===== config.mk =====
export PLATFORM = sky130hd
export DESIGN_NAME = damage_gen
export DESIGN_NICKNAME = d
export VERILOG_FILES = /design/src/rtl/game_pkg.sv /design/src/rtl/damage_gen_frame_tick.sv /design/src/rtl/damage_gen.sv
export SDC_FILE = /design/constraint.sdc
export NUM_CORES = 1
export LEC_CHECK = 0
export BUFFER_PORTS_ARGS = -buffer_cell sky130_fd_sc_hd__buf_2
export CORE_MARGIN = 3
export CORE_UTILIZATION = 45
export CTS_CLUSTER_DIAMETER = 150
export DETAILED_ROUTE_END_ITERATION = 7
export PLACE_DENSITY = 0.8
export SYNTH_ARGS = -nofsm -noshare
export SYNTH_HDL_FRONTEND = slang
export SYNTH_SLANG_ARGS = --single-unit

===== constraint.sdc =====
create_clock -name clk -period 3.95 [get_ports clk]
set_clock_uncertainty 0.2 [all_clocks]
set_input_delay 0.9875 -clock clk [delete_from_list [all_inputs] [get_ports clk]]
set_output_delay 0.9875 -clock clk [all_outputs]
set_load 0.05 [all_outputs]

===== src/rtl/game_pkg.sv =====
// Shared timing constants and state type for per-frame game logic.
// Coordinates follow standard 720p timing; pixels outside the active window are blanking.
package game_pkg;

  localparam int H_TOTAL  = 1650;
  localparam int V_TOTAL  = 750;
  localparam int H_ACTIVE = 1280;
  localparam int V_ACTIVE = 720;
  localparam int HP_W     = 4;

  typedef enum logic [1:0] {
    ARMED,
    INVULN,
    DEAD
  } dmg_state_t;

endpackage


===== src/rtl/damage_gen_frame_tick.sv =====
// Combinational frame-end and active-area decode from the pixel counters.
// Kept separate so other per-frame game logic can share the same decode.
module frame_tick
  import game_pkg::*;
(
  input  logic [10:0] hcount_in,
  input  logic [9:0]  vcount_in,
  output logic        fe_out,
  output logic        in_active_out
);

  assign fe_out        = (hcount_in == 11'(H_TOTAL - 1)) && (vcount_in == 10'(V_TOTAL - 1));
  assign in_active_out = (hcount_in < 11'(H_ACTIVE)) && (vcount_in < 10'(V_ACTIVE));

endmodule


===== src/rtl/damage_gen.sv =====
// Sprite-overlap damage producer: latches hits within a frame and converts them at frame end
// into one damage pulse that lands on pixel (0,0), tracking hp, invulnerability and game over.
module damage_gen
  import game_pkg::*;
#(
  parameter int MAX_HP        = 12,
  parameter int INVULN_FRAMES = 30
) (
  input  logic            clk,
  input  logic            rst,
  input  logic [10:0]     hcount_in,
  input  logic [9:0]      vcount_in,
  input  logic [11:0]     player_pixel_in,
  input  logic [11:0]     hazard_pixel_in,
  input  logic            ext_hit_in,
  output logic            damage_out,
  output logic [HP_W-1:0] hp_out,
  output logic            invuln_out,
  output logic            game_over_out
);

  localparam int CNT_W = (INVULN_FRAMES > 0) ? $clog2(INVULN_FRAMES + 1) : 1;

  logic fe;
  logic in_active;
  logic hit_now;
  logic hit_frame;

  dmg_state_t      state_q, state_d;
  logic [HP_W-1:0] hp_q, hp_d;
  logic [CNT_W-1:0] cnt_q, cnt_d;
  logic            latch_q, latch_d;
  logic            damage_q, damage_d;
  logic            invuln_q, invuln_d;
  logic            game_over_q, game_over_d;

  frame_tick u_frame_tick (
    .hcount_in     (hcount_in),
    .vcount_in     (vcount_in),
    .fe_out        (fe),
    .in_active_out (in_active)
  );

  assign hit_now   = ((player_pixel_in != 12'd0) && (hazard_pixel_in != 12'd0) && in_active)
                     || ext_hit_in;
  // A hit on the frame-end cycle itself still belongs to the frame being closed.
  assign hit_frame = latch_q || hit_now;

  always_comb begin
    state_d  = state_q;
    hp_d     = hp_q;
    cnt_d    = cnt_q;
    latch_d  = hit_frame;
    damage_d = 1'b0;
    if (fe) begin
      latch_d = 1'b0;
      case (state_q)
        ARMED: begin
          if (hit_frame) begin
            hp_d     = (hp_q == '0) ? '0 : hp_q - HP_W'(1);
            damage_d = 1'b1;
            if (hp_d == '0) begin
              state_d = DEAD;
            end else if (INVULN_FRAMES > 0) begin
              state_d = INVULN;
              cnt_d   = CNT_W'(INVULN_FRAMES);
            end
          end
        end
        INVULN: begin
          if (cnt_q == CNT_W'(1)) begin
            state_d = ARMED;
          end else begin
            cnt_d = cnt_q - CNT_W'(1);
          end
        end
        DEAD:    state_d = DEAD;
        default: state_d = ARMED;
      endcase
    end
    invuln_d    = (state_d == INVULN);
    game_over_d = (state_d == DEAD);
  end

  always_ff @(posedge clk) begin
    if (rst) begin
      state_q     <= ARMED;
      hp_q        <= HP_W'(MAX_HP);
      cnt_q       <= '0;
      latch_q     <= 1'b0;
      damage_q    <= 1'b0;
      invuln_q    <= 1'b0;
      game_over_q <= 1'b0;
    end else begin
      state_q     <= state_d;
      hp_q        <= hp_d;
      cnt_q       <= cnt_d;
      latch_q     <= latch_d;
      damage_q    <= damage_d;
      invuln_q    <= invuln_d;
      game_over_q <= game_over_d;
    end
  end

  assign damage_out    = damage_q;
  assign hp_out        = hp_q;
  assign invuln_out    = invuln_q;
  assign game_over_out = game_over_q;

endmodule


==> impl_metrics.csv <==
group,metric,value,unit
outcome,outcome,"finished, final reports clean",
timing,setup-tns-final,0,ns
clocking,cts_made_buffers,3,
timing,fmax,396,MHz
clocking,cts_hold_buffers,0,
job,cap_violations,0,
detailed_routing,vias_per_cell,5.64,
die,die_h,50.3,um
timing,drv_slew,0,
logic_synthesis,yosysUniqueCellTypes,41,
clocking,cts_tree,"yes",
die,num_rows,15,
clocking,cts.clk_slew.worst_paths,0.09,ns
worst_setup_path,r2r_slack,1.97,ns
worst_setup_path,rr_startpoint,"cnt_q[1]",
worst_setup_path,cp_max_fo,9,
detailed_routing,vias,998,
worst_setup_path,r2r_cells,7,
clocking,cts_sinks,15,
worst_setup_path,cp.required,3.93,ns
place,gp_congestion,0.895,
logic_synthesis,synth_area,882,sq um
die,io_pins,55,
logic_synthesis,synthesis.nets,146,
worst_setup_path,arrival,2.50,ns
timing,hold_viol_final,0,
logic_synthesis,synthTopCellsByArea,"dfxtp_1 (34%), nor4_1 (5.7%), a31oi_1 (3.5%)",
min_path,hp-class,"reg2reg",
logic_synthesis,synthCells,96,
timing,slew_headroom,66.1,%
logic_synthesis,synth_async_sr_flop_share,0,%
detailed_routing,wl_per_cell,13.3,um
clocking,htree_levels,1,
logic_synthesis,yosysTopAreaCellShare,34.0,%
cells_and_area,fin_util,67.2,%
pwr,powerDensity,234,nW/um^2
timing,setup_violations,0,
worst_setup_path,worstSetupStartpointType,"input pin",
worst_setup_path,crit_type,"in2reg",
cells_and_area,layout-drive-gt1-share,42.8,%
detailed_routing,drtAntennaViolNets,0,
cells_and_area,antennaDiodeCount,0,
logic_synthesis,syn_area_per_cell,9.19,sq um
cells_and_area,final_cell_area,1200,sq um
logic_synthesis,ys_seq_elements,15,
grt,overflow,0,
place,place.detailed.hpwl,1950,um
detailed_routing,wirelength,2350,um
logic_synthesis,ys_warn_count,0,
logic_synthesis,synth_edf_count,0,
timing,period_needed,2.53,ns
clocking,cts_buffer_depth,2,
grt,grt_pass1_vias,1057,
clocking,cts_resized,0,
logic_synthesis,synth_top_cell_by_area,"dfxtp_1",
logic_synthesis,yosysSeqAreaShare,34.0,%
place,place_area,1170,sq um
clocking,cts-root-buf,"clkbuf_4",
die,die_w,50.3,um
clocking,clk-insertion-delay-late,0.29,ns
logic_synthesis,synthFlopType,"dfxtp_1",
worst_setup_path,rr_endpoint,"cnt_q[4]",
timing,rsz0062_at_grt,"false",
grt,antenna_found_initial,0,
pwr,ir_worst_vdd,0.174,mV
worst_setup_path,end_kind,"register",
grt,grt.total_usage,21.5,%
die,start_util,49.5,%
cells_and_area,nFillCells,155,
die,fp.coreArea,1780,sq um
grt,grt_max_degree,15,
detailed_routing,drt_iter0_drc,26,
cells_and_area,finalNetCount,203,
place,io_buffer_count,54,
grt,grt_pass1_wl,4230,um
timing,post-route-period-util,64.0,%
detailed_routing,dr.pass1.iters,4,
clocking,post_cts_buffers,0,
min_path,hold_depth,2,
die,fp.dieArea,2530,sq um
timing,tightest_slew,0.505,ns
min_path,min_from,"cnt_q[4]",
cells_and_area,syn_to_final_growth,35.9,%
pwr,leakagePower,0.547,nW
min_path,min_to,"cnt_q[4]",
detailed_routing,drc,0,
## sequential cells by signal, indices dropped and copies added (netlist names)
register,count
latch_q,1
state_q,2
damage_out,1
game_over_out,1
invuln_out,1
cnt_q,5
hp_out,4
## cell families after synthesis
| kind of cell | count (synthesis) | synth area share, % |
|---|---|---|
| XOR/XNOR | 2 | 1.99 |
| flip-flops | 15 | 34.0 |
| multiplexers | 1 | 1.28 |
| buffers and inverters | 7 | 3.40 |
| AO/OA/AOI/OAI | 27 | 22.1 |
| adder cells (fa/ha/maj) | 2 | 2.84 |
| AND/OR/NAND/NOR | 42 | 34.3 |
## worst max-delay path by stage
| stage | from | endpoint | slack (ns) |
|---|---|---|---|
| after floorplan | hcount_in[3] | hp_out[0] | 1.33 |
| after global placement | hcount_in[3] | hp_out[0] | 1.19 |
| after detailed placement | hcount_in[3] | hp_out[0] | 1.14 |
| after CTS | hcount_in[3] | hp_out[0] | 1.43 |
| after global routing | hcount_in[3] | cnt_q[4] | 1.31 |
| final | hcount_in[3] | hp_out[0] | 1.42 |
## critical path, stage by stage
cell and delay, ns:
buf_2 0.10, or3b_4 0.39, nor4_4 0.25, and2_2 0.31, nand3_1 0.12, mux2_1 0.34
## through the flow
| stage | power (W) | instances | setup WS (ns) | hold slack [ns] |
|---|---|---|---|---|
| 2_1_floorplan | 0.000168 | 96 | 1.33 | 0.281 |
| 3_3_place_gp | 0.000194 | 173 | 1.19 | 0.307 |
| 3_5_place_dp | 0.000195 | 173 | 1.14 | 0.310 |
| 4_1_cts | 0.000284 | 177 | 1.43 | 0.335 |
| 5_1_grt | 0.000294 | 177 | 1.31 | 0.375 |
| 6_report | 0.000280 | 177 | 1.42 | 0.336 |
## final cells by class
cell class                      instances  area [sq um]  share of cell area [%]
Timing Repair Buffer                   54           270                    22.5
Clock buffer                            4          26.3                    2.19
Inverter                                5          18.8                    1.57
Sequential cell                        15           300                    25.1
Tap cell                               25          31.3                    2.61
Multi-Input combinational cell         74           552                    46.0
## placed cells by master, fill, tap and decap left out, types with 2 or more instances in the layout
cell	count
o31ai_1	2
o21ai_0	4
a211oi_1	2
nand3_1	4
dfxtp_1	15
ha_1	2
xor2_1	2
nor3_1	6
buf_2	54
a21oi_1	4
nor4_1	8
a31oi_1	5
nand4_1	2
nor2_1	4
nand2_1	3
nand4b_1	3
inv_1	5
clkbuf_4	3
## routing by layer
layer | share of wire, % | GRT usage (%) | vias to the layer above
li1 | - | - | 499
met1 | 39 | 23.3 | 466
met2 | 55 | 40.7 | 28
met3 | 5.2 | 5.34 | 5
met4 | 1.1 | 5.53 | 0
met5 | 0 | 0 | -
## cell usage after synthesis (all sizes together), types with 2 or more instances
cell type and instances:
a211oi 2, a21oi 4, a31oi 5, dfxtp 15
ha 2, inv 5, nand2 3, nand3 4
nand4 3, nand4b 4, nor2 4, nor3 6
nor4 9, o21ai 4, o31ai 2, xor2 2
## power breakdown
part	internal, W	switching (W)	leakage, nW
logic	0.0000226	0.0000166	0.411
registers	0.000152	0.000000430	0.121
clock network	0.0000393	0.0000492	0.0150
total	0.000214	0.0000663	0.547
No activity file was read; power rests on OpenSTA's default activity.
